## src/rtl/seg7_scan_controller_if.sv

```systemverilog
// Signal bundle between the value producer / display path and the scan controller.
interface seg7_scan_controller_if;
  logic        enable;
  logic [15:0] value_in;
  logic        value_valid;
  logic [3:0]  dp_mask;
  logic        lz_blank;
  logic [15:0] shadow_value;
  logic [1:0]  mux_control;
  logic [3:0]  anode_n;
  logic        dp_n;
  logic        frame_done;

  // Producer / display side.
  modport master (
    output enable, value_in, value_valid, dp_mask, lz_blank,
    input  shadow_value, mux_control, anode_n, dp_n, frame_done
  );

  // Scan controller side.
  modport slave (
    input  enable, value_in, value_valid, dp_mask, lz_blank,
    output shadow_value, mux_control, anode_n, dp_n, frame_done
  );
endinterface

```

## src/rtl/seg7_scan_controller.sv

```systemverilog
// Four-digit seven-segment scan sequencer with blanking gaps, a frame-stable
// shadow value, leading-zero suppression and registered outputs.
module seg7_scan_controller #(
  parameter int unsigned TICK_DIV     = 100000,
  parameter int unsigned BLANK_CYCLES = 1000
) (
  input logic                    clk,
  input logic                    reset,
  seg7_scan_controller_if.slave  bus
);

  localparam int unsigned CntMax = (TICK_DIV > BLANK_CYCLES) ? TICK_DIV : BLANK_CYCLES;
  localparam int unsigned CntW   = $clog2(CntMax + 1);
  localparam logic [CntW-1:0] TickLast  = CntW'(TICK_DIV - 1);
  localparam logic [CntW-1:0] BlankLast = CntW'((BLANK_CYCLES > 0) ? BLANK_CYCLES - 1 : 0);
  localparam bit HasBlank = (BLANK_CYCLES > 0);

  typedef enum logic [1:0] {StIdle, StDrive, StBlank} state_e;

  state_e          state_q, state_d;
  logic [1:0]      digit_q, digit_d;
  logic [CntW-1:0] cnt_q, cnt_d;
  logic [15:0]     pending_q, pending_d;
  logic            pending_flag_q, pending_flag_d;
  logic [15:0]     shadow_q, shadow_d;
  logic [1:0]      mux_q, mux_d;
  logic [3:0]      anode_q, anode_d;
  logic            dp_q, dp_d;
  logic            frame_done_q, frame_done_d;
  logic            load;
  logic [3:0]      zero_from;
  logic            suppress;

  // State, value and output registers.
  always_ff @(posedge clk) begin
    if (reset) begin
      state_q        <= StIdle;
      digit_q        <= '0;
      cnt_q          <= '0;
      pending_q      <= '0;
      pending_flag_q <= 1'b0;
      shadow_q       <= '0;
      mux_q          <= '0;
      anode_q        <= 4'hF;
      dp_q           <= 1'b1;
      frame_done_q   <= 1'b0;
    end else begin
      state_q        <= state_d;
      digit_q        <= digit_d;
      cnt_q          <= cnt_d;
      pending_q      <= pending_d;
      pending_flag_q <= pending_flag_d;
      shadow_q       <= shadow_d;
      mux_q          <= mux_d;
      anode_q        <= anode_d;
      dp_q           <= dp_d;
      frame_done_q   <= frame_done_d;
    end
  end

  // Scan sequencing: phase timing, digit advance and frame-boundary shadow loads.
  always_comb begin
    state_d      = state_q;
    digit_d      = digit_q;
    cnt_d        = cnt_q;
    load         = 1'b0;
    frame_done_d = 1'b0;
    case (state_q)
      StIdle: begin
        if (bus.enable) begin
          state_d = StDrive;
          digit_d = '0;
          cnt_d   = '0;
          load    = 1'b1;
        end
      end
      StDrive: begin
        if (!bus.enable) begin
          state_d = StIdle;
          digit_d = '0;
          cnt_d   = '0;
        end else if (cnt_q == TickLast) begin
          cnt_d = '0;
          if (HasBlank) begin
            state_d = StBlank;
          end else begin
            digit_d = digit_q + 2'd1;
            if (digit_q == 2'd3) begin
              frame_done_d = 1'b1;
              load         = 1'b1;
            end
          end
        end else begin
          cnt_d = cnt_q + CntW'(1);
        end
      end
      StBlank: begin
        if (!bus.enable) begin
          state_d = StIdle;
          digit_d = '0;
          cnt_d   = '0;
        end else if (cnt_q == BlankLast) begin
          cnt_d   = '0;
          state_d = StDrive;
          digit_d = digit_q + 2'd1;
          if (digit_q == 2'd3) begin
            frame_done_d = 1'b1;
            load         = 1'b1;
          end
        end else begin
          cnt_d = cnt_q + CntW'(1);
        end
      end
      default: begin
        state_d = StIdle;
        digit_d = '0;
        cnt_d   = '0;
      end
    endcase
  end

  // Pending capture and shadow load; a strobe coinciding with a load only
  // refreshes pending, so it shows one frame later.
  always_comb begin
    pending_d      = pending_q;
    pending_flag_d = pending_flag_q;
    shadow_d       = shadow_q;
    if (load && pending_flag_q) begin
      shadow_d       = pending_q;
      pending_flag_d = 1'b0;
    end
    if (bus.value_valid) begin
      pending_d      = bus.value_in;
      pending_flag_d = 1'b1;
    end
  end

  // Next-cycle outputs, decoded from the next state so they line up with it.
  always_comb begin
    zero_from[3] = (shadow_d[15:12] == 4'h0);
    zero_from[2] = zero_from[3] && (shadow_d[11:8] == 4'h0);
    zero_from[1] = zero_from[2] && (shadow_d[7:4] == 4'h0);
    zero_from[0] = zero_from[1] && (shadow_d[3:0] == 4'h0);
    suppress     = bus.lz_blank && (digit_d != 2'd0) && zero_from[digit_d];
    mux_d        = '0;
    anode_d      = 4'hF;
    dp_d         = 1'b1;
    case (state_d)
      StDrive: begin
        mux_d   = digit_d;
        anode_d = suppress ? 4'hF : ~(4'b0001 << digit_d);
        dp_d    = ~bus.dp_mask[digit_d];
      end
      StBlank: begin
        mux_d = digit_d;
      end
      default: ;
    endcase
  end

  assign bus.shadow_value = shadow_q;
  assign bus.mux_control  = mux_q;
  assign bus.anode_n      = anode_q;
  assign bus.dp_n         = dp_q;
  assign bus.frame_done   = frame_done_q;

endmodule

```

## src/flat_wrapper.sv

```systemverilog
// flat-port wrapper written by rule: the top's interface ports become plain ports
module seg7_scan_controller_flat 
#(
  parameter int unsigned TICK_DIV     = 100000,
  parameter int unsigned BLANK_CYCLES = 1000
)
  (clk, reset, bus_enable, bus_value_in, bus_value_valid, bus_dp_mask, bus_lz_blank, bus_shadow_value, bus_mux_control, bus_anode_n, bus_dp_n, bus_frame_done);
  seg7_scan_controller_if bus_i ();
  input logic clk;
  input logic reset;
  input wire logic [$bits(bus_i.enable)-1:0] bus_enable;
  input wire logic [$bits(bus_i.value_in)-1:0] bus_value_in;
  input wire logic [$bits(bus_i.value_valid)-1:0] bus_value_valid;
  input wire logic [$bits(bus_i.dp_mask)-1:0] bus_dp_mask;
  input wire logic [$bits(bus_i.lz_blank)-1:0] bus_lz_blank;
  output wire logic [$bits(bus_i.shadow_value)-1:0] bus_shadow_value;
  output wire logic [$bits(bus_i.mux_control)-1:0] bus_mux_control;
  output wire logic [$bits(bus_i.anode_n)-1:0] bus_anode_n;
  output wire logic [$bits(bus_i.dp_n)-1:0] bus_dp_n;
  output wire logic [$bits(bus_i.frame_done)-1:0] bus_frame_done;
  assign bus_i.enable = bus_enable;
  assign bus_i.value_in = bus_value_in;
  assign bus_i.value_valid = bus_value_valid;
  assign bus_i.dp_mask = bus_dp_mask;
  assign bus_i.lz_blank = bus_lz_blank;
  assign bus_shadow_value = bus_i.shadow_value;
  assign bus_mux_control = bus_i.mux_control;
  assign bus_anode_n = bus_i.anode_n;
  assign bus_dp_n = bus_i.dp_n;
  assign bus_frame_done = bus_i.frame_done;
  seg7_scan_controller #(.TICK_DIV(TICK_DIV), .BLANK_CYCLES(BLANK_CYCLES)) u_core (.clk(clk), .reset(reset), .bus(bus_i));
endmodule
```

## config.mk

```make
export PLATFORM = sky130hd
export DESIGN_NAME = seg7_scan_controller_flat
export DESIGN_NICKNAME = d
export VERILOG_FILES = /design/src/rtl/seg7_scan_controller_if.sv /design/src/rtl/seg7_scan_controller.sv /design/src/flat_wrapper.sv
export SDC_FILE = /design/constraint.sdc
export NUM_CORES = 1
export LEC_CHECK = 0
export ABC_CLOCK_PERIOD_IN_PS = 2750
export CORE_MARGIN = 5
export CORE_UTILIZATION = 53
export CTS_CLUSTER_DIAMETER = 50
export DETAILED_ROUTE_END_ITERATION = 8
export PLACE_DENSITY = 0.8
export SLEW_MARGIN = 20
export SYNTH_ARGS = -nofsm -noshare
export SYNTH_HDL_FRONTEND = slang
export SYNTH_SLANG_ARGS = --single-unit
```

## constraint.sdc

```tcl
create_clock -name clk -period 2.75 [get_ports clk]
set_input_delay 0.4125 -clock clk [delete_from_list [all_inputs] [get_ports clk]]
set_output_delay 0.4125 -clock clk [all_outputs]
set_load 0.005 [all_outputs]
```

; ---- After elaboration in Yosys (flattened, before gate mapping)
; Cells that the tools add are included.
[op_classes]
add_sub_neg = 2
n_lt_le_gt_ge = 1
eq_ne = 8
shifts = 1
mux = 29
bitwise = 5
reduce_logical = 18
[op_table]
columns = cell, n
row1 = $mux W17, 5
row2 = $pmux W17 S3, 1
row3 = $mux W2, 9
row4 = $add A17 B1 Y17 const B, 1
row5 = $eq A17 B10 Y1 const B, 1
row6 = $eq A17 B17 Y1 const B, 1
row7 = $logic_not A4 Y1, 4
row8 = $mux W16, 1
row9 = $pmux W2 S3, 2
row10 = $mux W1, 8
row11 = $reduce_or A2 Y1, 4
row12 = $eq A2 B2 Y1 const B, 3
row13 = $logic_and A1 B1 Y1, 6
row14 = $bmux W1 S2, 2
row15 = $eq A2 B1 Y1 const B, 2
row16 = $not A1 Y1, 4
row17 = $not A4 Y4, 1
row18 = $reduce_bool A2 Y1, 2
row19 = $shl A1 B2 Y4 const A, 1
row20 = $lt A2 B3 Y1 const B, 1
row21 = $reduce_or A3 Y1, 1
row22 = $add A2 B1 Y2 const B, 1
row23 = $logic_not A2 Y1, 1
row24 = $ne A2 B2 Y1 const B, 1
row25 = $pmux W1 S2, 1
[totals]
register_bits = 62
input_bits = 25

; ---- Longest topological paths before layout
[logic_depth]
ltp_word = 15
ltp_mapped = 10

; ---- Worst setup path after synthesis
; OpenSTA, ideal clock, no wires.
[synth_timing]
kind = register to register
start = reg u_core.cnt_q[11]
end = reg u_core.anode_q[2], in the netlist u_core.bus.anode_n[2]
setup_ps = 82
arrival_time_ps = 2301
path_slack_ps = 367
stages_incl_launch_ff = 9
path_cell_list = dfxtp_1 or4_4 or4_4 nor2_1 a32oi_1 or2_2 ha_1 nor2b_1 o2111ai_1
[synth_between]
elab_chain_len = 14
[synth_lines]
columns = element, line_no
row1 = from (decl), seg7_scan_controller.sv:22  ; logic [CntW-1:0] cnt_q, cnt_d;
row2 = from (signal assigned), seg7_scan_controller.sv:50  ; cnt_q <= cnt_d;
row3 = $eq A17 B10 Y1, seg7_scan_controller.sv:102  ; end else if (cnt_q == BlankLast) begin
row4 = $mux W1, seg7_scan_controller.sv:102
row5 = $mux W1, seg7_scan_controller.sv:98  ; if (!bus.enable) begin
row6 = $pmux W1 S2, seg7_scan_controller.sv:68  ; case (state_q)
row7 = $logic_and A1 B1 Y1, seg7_scan_controller.sv:128  ; if (load && pending_flag_q) begin
row8 = $mux W16, seg7_scan_controller.sv:128
row9 = "$logic_not A4 Y1, on equally long branches", "seg7_scan_controller.sv:140, seg7_scan_controller.sv:141"
row10 = $logic_and A1 B1 Y1, seg7_scan_controller.sv:141  ; zero_from[2] = zero_from[3] && (shadow_d[11:8] == 4'h0);
row11 = $logic_and A1 B1 Y1, seg7_scan_controller.sv:142  ; zero_from[1] = zero_from[2] && (shadow_d[7:4] == 4'h0);
row12 = $logic_and A1 B1 Y1, seg7_scan_controller.sv:143  ; zero_from[0] = zero_from[1] && (shadow_d[3:0] == 4'h0);
row13 = $bmux W1 S2, seg7_scan_controller.sv:144  ; suppress = bus.lz_blank && (digit_d != 2'd0) && zero_from[digit_d];
row14 = $mux W1 (not written as such), seg7_scan_controller.sv:144
row15 = $logic_and A1 B1 Y1, seg7_scan_controller.sv:144
row16 = $reduce_or A3 Y1 (no source line), --
row17 = to (signal assigned), seg7_scan_controller.sv:55  ; anode_q <= anode_d;
row18 = to (decl), seg7_scan_controller.sv:27  ; logic [3:0] anode_q, anode_d;
; Parallel ways exist; a longest one is shown, timed or not. The select of a mux whose other input is x is not followed.
; A chain may end at the register's enable or synchronous reset.

; ---- Worst setup path after layout
[layout_timing]
start = reg u_core.cnt_q[12]
end = reg u_core.mux_q[1], in the netlist u_core.bus.mux_control[1]
[layout_between]
elab_chain_len = 8
[layout_lines]
columns = element, line_no
row1 = $eq A17 B10 Y1 / $eq A17 B17 Y1 (equally long branches), "seg7_scan_controller.sv:102, seg7_scan_controller.sv:82"
row2 = "$mux W2, on equally long branches", "seg7_scan_controller.sv:102, seg7_scan_controller.sv:82"
row3 = "$mux W2, on equally long branches", "seg7_scan_controller.sv:98, seg7_scan_controller.sv:78"
row4 = $pmux W2 S3, seg7_scan_controller.sv:68
row5 = $eq A2 B2 Y1 / $eq A2 B1 Y1 (equally long branches), seg7_scan_controller.sv:148  ; case (state_d)
row6 = $reduce_or A2 Y1 (no source line), --
row7 = $not A1 Y1 (no source line), --
row8 = $reduce_or A2 Y1 (no source line), --
row9 = to (signal assigned), seg7_scan_controller.sv:54  ; mux_q <= mux_d;
row10 = to (decl), seg7_scan_controller.sv:26  ; logic [1:0] mux_q, mux_d;
; Parallel ways exist; a longest one is shown, timed or not.

==> summary.md <==
| Metric | Value |
|---|---|
| Layout Nets | 415 |
| CP arrival | 2810 ps |
| Hold_buf cts | 0 |
| Part of the cycle the worst path needs | 93.0% |
| Buffers on Ports | 48 |
| R2R Setup Slk | 190 ps |
| EDFF count, synth | 0 |
| Outcome | completed |
| Grt peak-use layer | met2 |
| CTS Sinks | 62 |
| Place WS | 195 ps |
| Post-Synthesis Cell Area | 2910 um^2 |
| Mean Syn Cell Area | 8.91 um^2 |
| Sequential area share after synthesis | 42.6% |
| Clock share of power | 40.2% |
| TritonCTS clock tree | built |
| Initial cell density of the core | 53.6% |
| Setup TNS | 0 ps |
| Clock transition at path regs | 70 ps |
| Relative slew slack | 62.9% |
| Core area | 5440 um^2 |
| Min-Delay Endpoint | u_core.pending_q[3] |
| Setup Crit Path Kind | flip-flop to flip-flop |
| Largest net degree at the start of global routing | 47 |
| R2r endpoint | u_core.bus.mux_control[1] |
| Htree depth | 3 |
| Postcts setup bufs | 0 |
| Final ANT Viol Nets | 0 |
| CP Max Fanout | 5 |
| DRC | 0 |
| Worst R2R Start | u_core.cnt_q[12] |
| P_leak | 1.40 nW |
| Yosys cell types | 50 |
| Global routing usage on met3 | 4.51% |
| GP Congestion | 0.864 |
| Fmax | 0.391 GHz |
| Max-cap violations | 0 |
| Hold path startpoint | u_core.pending_q[3] |
| Reg power frac | 50.2% |
| Clock buffer depth | 2 |
| Post-DP HPWL | 4.78 mm |
| Comb power frac | 9.6% |
| First-pass GRT wire length | 11.4 mm |
| I/O pins | 49 |
| Die area | 7080 um^2 |
| Congestion Overflow GR | 0 |
| Post-Syn Nets | 359 |
| Peak VDD IR | 0.346 mV |
| Synth Instances | 327 |
| Vias in the first global route | 2,421 |
| Internal | 0.00142 W |
| Detailed Route Iter0 Violations | 208 |
| Wire length per cell | 14.4 um |
| Most common flop cell mapped by yosys | dfxtp_1 |
| CP Launch Type | flip-flop |
| Drt pass-1 iters | 5 |
| Register bit total from synthesis | 62 |
| Synthesis-to-layout area growth | 26.8% |
| Ant. Diodes | 0 |
| Antenna violations before repair | 0 |
| Switching pwr | 0.000452 W |
| Chip width | 84.2 um |
| Final setup skew | 5.97 ps |
| Hold Vio Cnt, Final | 0 |
| Met1 Usage GRT | 26.9% |
| Met2 Use GR | 29.6% |
| Hold Crit Depth | 2 |
| WHS | 492 ps |
| Commonest non-fill, non-tap cell in the layout | dfxtp_1 |
| Die H | 84.2 um |
| PwrDens | 505 nW/um^2 |
| Total routed wirelength | 6.64 mm |
| Worst r2r path cells | 7 |
| TritonCTS buffer count | 9 |
| Std-Cell Rows | 27 |
| Via density per instance | 5.60 |
| Final core utilization | 68.0% |
| Total global routing track utilization | 19.5% |
| Clk Latency, worst-skew pair | 340 ps |
| Post-route setup slack | 192 ps |
| Clk Tree Root Cell | clkbuf_8 |
| Async S/R FF share, synth | 0% |
| Path category of the worst min-delay check | flip-flop to flip-flop |
| CP required | 3000 ps |
| Period minus WS final | 2560 ps |
| Synthesis warning total | 0 |
| RSZ-0062 raised after global routing | no |
| Switch share | 24.2% |
| Max Transition Viols Final | 0 |
| Least-Margin Pin Slew | 555 ps |
| Via count | 2,578 |
| Final setup vio count | 0 |
| Layout cells sized above 1 | 10.3% |
| Worst setup EP type | flip-flop |
| CTS resizes | 0 |
| Most frequent cells in the layout | 62 x dfxtp_1, 49 x nor2_1, 48 x clkdlybuf4s50_1 |
-- how the worst max path moves through the flow --
stage,startpoint,to,slack (ps),cells past startpoint
floorplan,u_core.cnt_q[11],u_core.bus.anode_n[2],370,8
global placement,bus_enable,u_core.bus.anode_n[3],240,8
detailed placement,u_core.cnt_q[12],u_core.bus.mux_control[1],200,7
CTS,u_core.cnt_q[12],u_core.bus.mux_control[1],190,7
global route,u_core.cnt_q[12],u_core.bus.anode_n[3],50,9
finish,u_core.cnt_q[12],u_core.bus.mux_control[1],190,7
-- state kept, by name (all words and copies together) (netlist names) --
signal	count
u_core.bus.anode_n	4
u_core.bus.dp_n	1
u_core.bus.frame_done	1
u_core.bus.mux_control	2
u_core.bus.shadow_value	16
u_core.cnt_q	17
u_core.digit_q	2
u_core.pending_flag_q	1
u_core.pending_q	16
u_core.state_q	2
-- cells in the mapped netlist, drive strengths merged, types with 2 or more instances --
cell	number	area share (%)
a211oi	2	0.52
a21o	4	1.0
a21oi	19	3.6
a22oi	2	0.52
a31oi	7	1.5
a41oi	2	0.60
and3	5	1.1
and4	2	0.60
buf	7	1.8
clkbuf	9	1.2
dfxtp	62	43
ha	7	3.0
inv	11	1.4
mux2i	37	13
nand2	18	2.3
nand2b	5	1.1
nand3	15	2.6
nand3b	2	0.52
nand4	3	0.64
nand4b	2	0.60
nor2	49	6.3
nor2b	4	0.86
nor3	3	0.52
nor3b	2	0.52
nor4	10	2.4
o2111ai	2	0.60
o21a	2	0.52
o21ai	10	1.7
or2	2	0.43
or3	5	1.1
or3b	2	0.60
or4	5	1.5
-- final cells by class --
type,count,area (um^2)
Clock buffer,13,169
Clock inverter,3,17.5
Fill cell,461,1740
Inverter,11,41.3
Multi-Input combinational cell,238,1550
Sequential cell,62,1240
Tap cell,72,90.1
Timing Repair Buffer,61,591
-- power groups by stage --
stage / registers, W / clock network, W / logic, W
final: 0.000937 / 0.000751 / 0.000179
after global routing: 0.000939 / 0.000804 / 0.000197
after CTS: 0.000936 / 0.000762 / 0.000179
after detailed placement: 0.000957 / 0 / 0.000179
after global placement: 0.000956 / 0 / 0.000175
after floorplan: 0.000953 / 0 / 0.000103
-- critical path: stages, from the launching register on --
cell,delay [ps]
dfxtp_1,350
or4_4,550
or4_4,520
nor2_1,160
a32oi_1,110
or2_2,310
ha_1,290
nor3_1,200
-- per-stage QoR --
step | total power [W] | instance area [um^2] | std cells
floorplan | 0.00106 | 2910 | 327
global placement | 0.00113 | 3510 | 444
detailed placement | 0.00114 | 3510 | 444
CTS | 0.00188 | 3690 | 460
global route | 0.00194 | 3700 | 460
finish | 0.00187 | 3700 | 460
-- cells by family (layout without fill, tap and decap cells) --
kind of cell,Yosys count,in the layout,synth area share (%)
buffers and inverters,27,88,4.42
flip-flops,62,62,42.6
adder cells (fa/ha/maj),7,7,3.01
AO/OA/AOI/OAI,55,55,12.1
multiplexers,38,38,13.1
AND/OR/NAND/NOR,137,137,24.5
XOR/XNOR,1,1,0.301
-- metal layers --
| layer | share of wire (%) | routed length, um | vias to the layer above |
|---|---|---|---|
| met5 | 0 | 0 | - |
| met4 | 1.5 | 102 | 0 |
| met3 | 5.5 | 365 | 10 |
| met2 | 45 | 3020 | 73 |
| met1 | 48 | 3160 | 1208 |
| li1 | - | - | 1287 |
No activity file was read; power rests on OpenSTA's default activity.
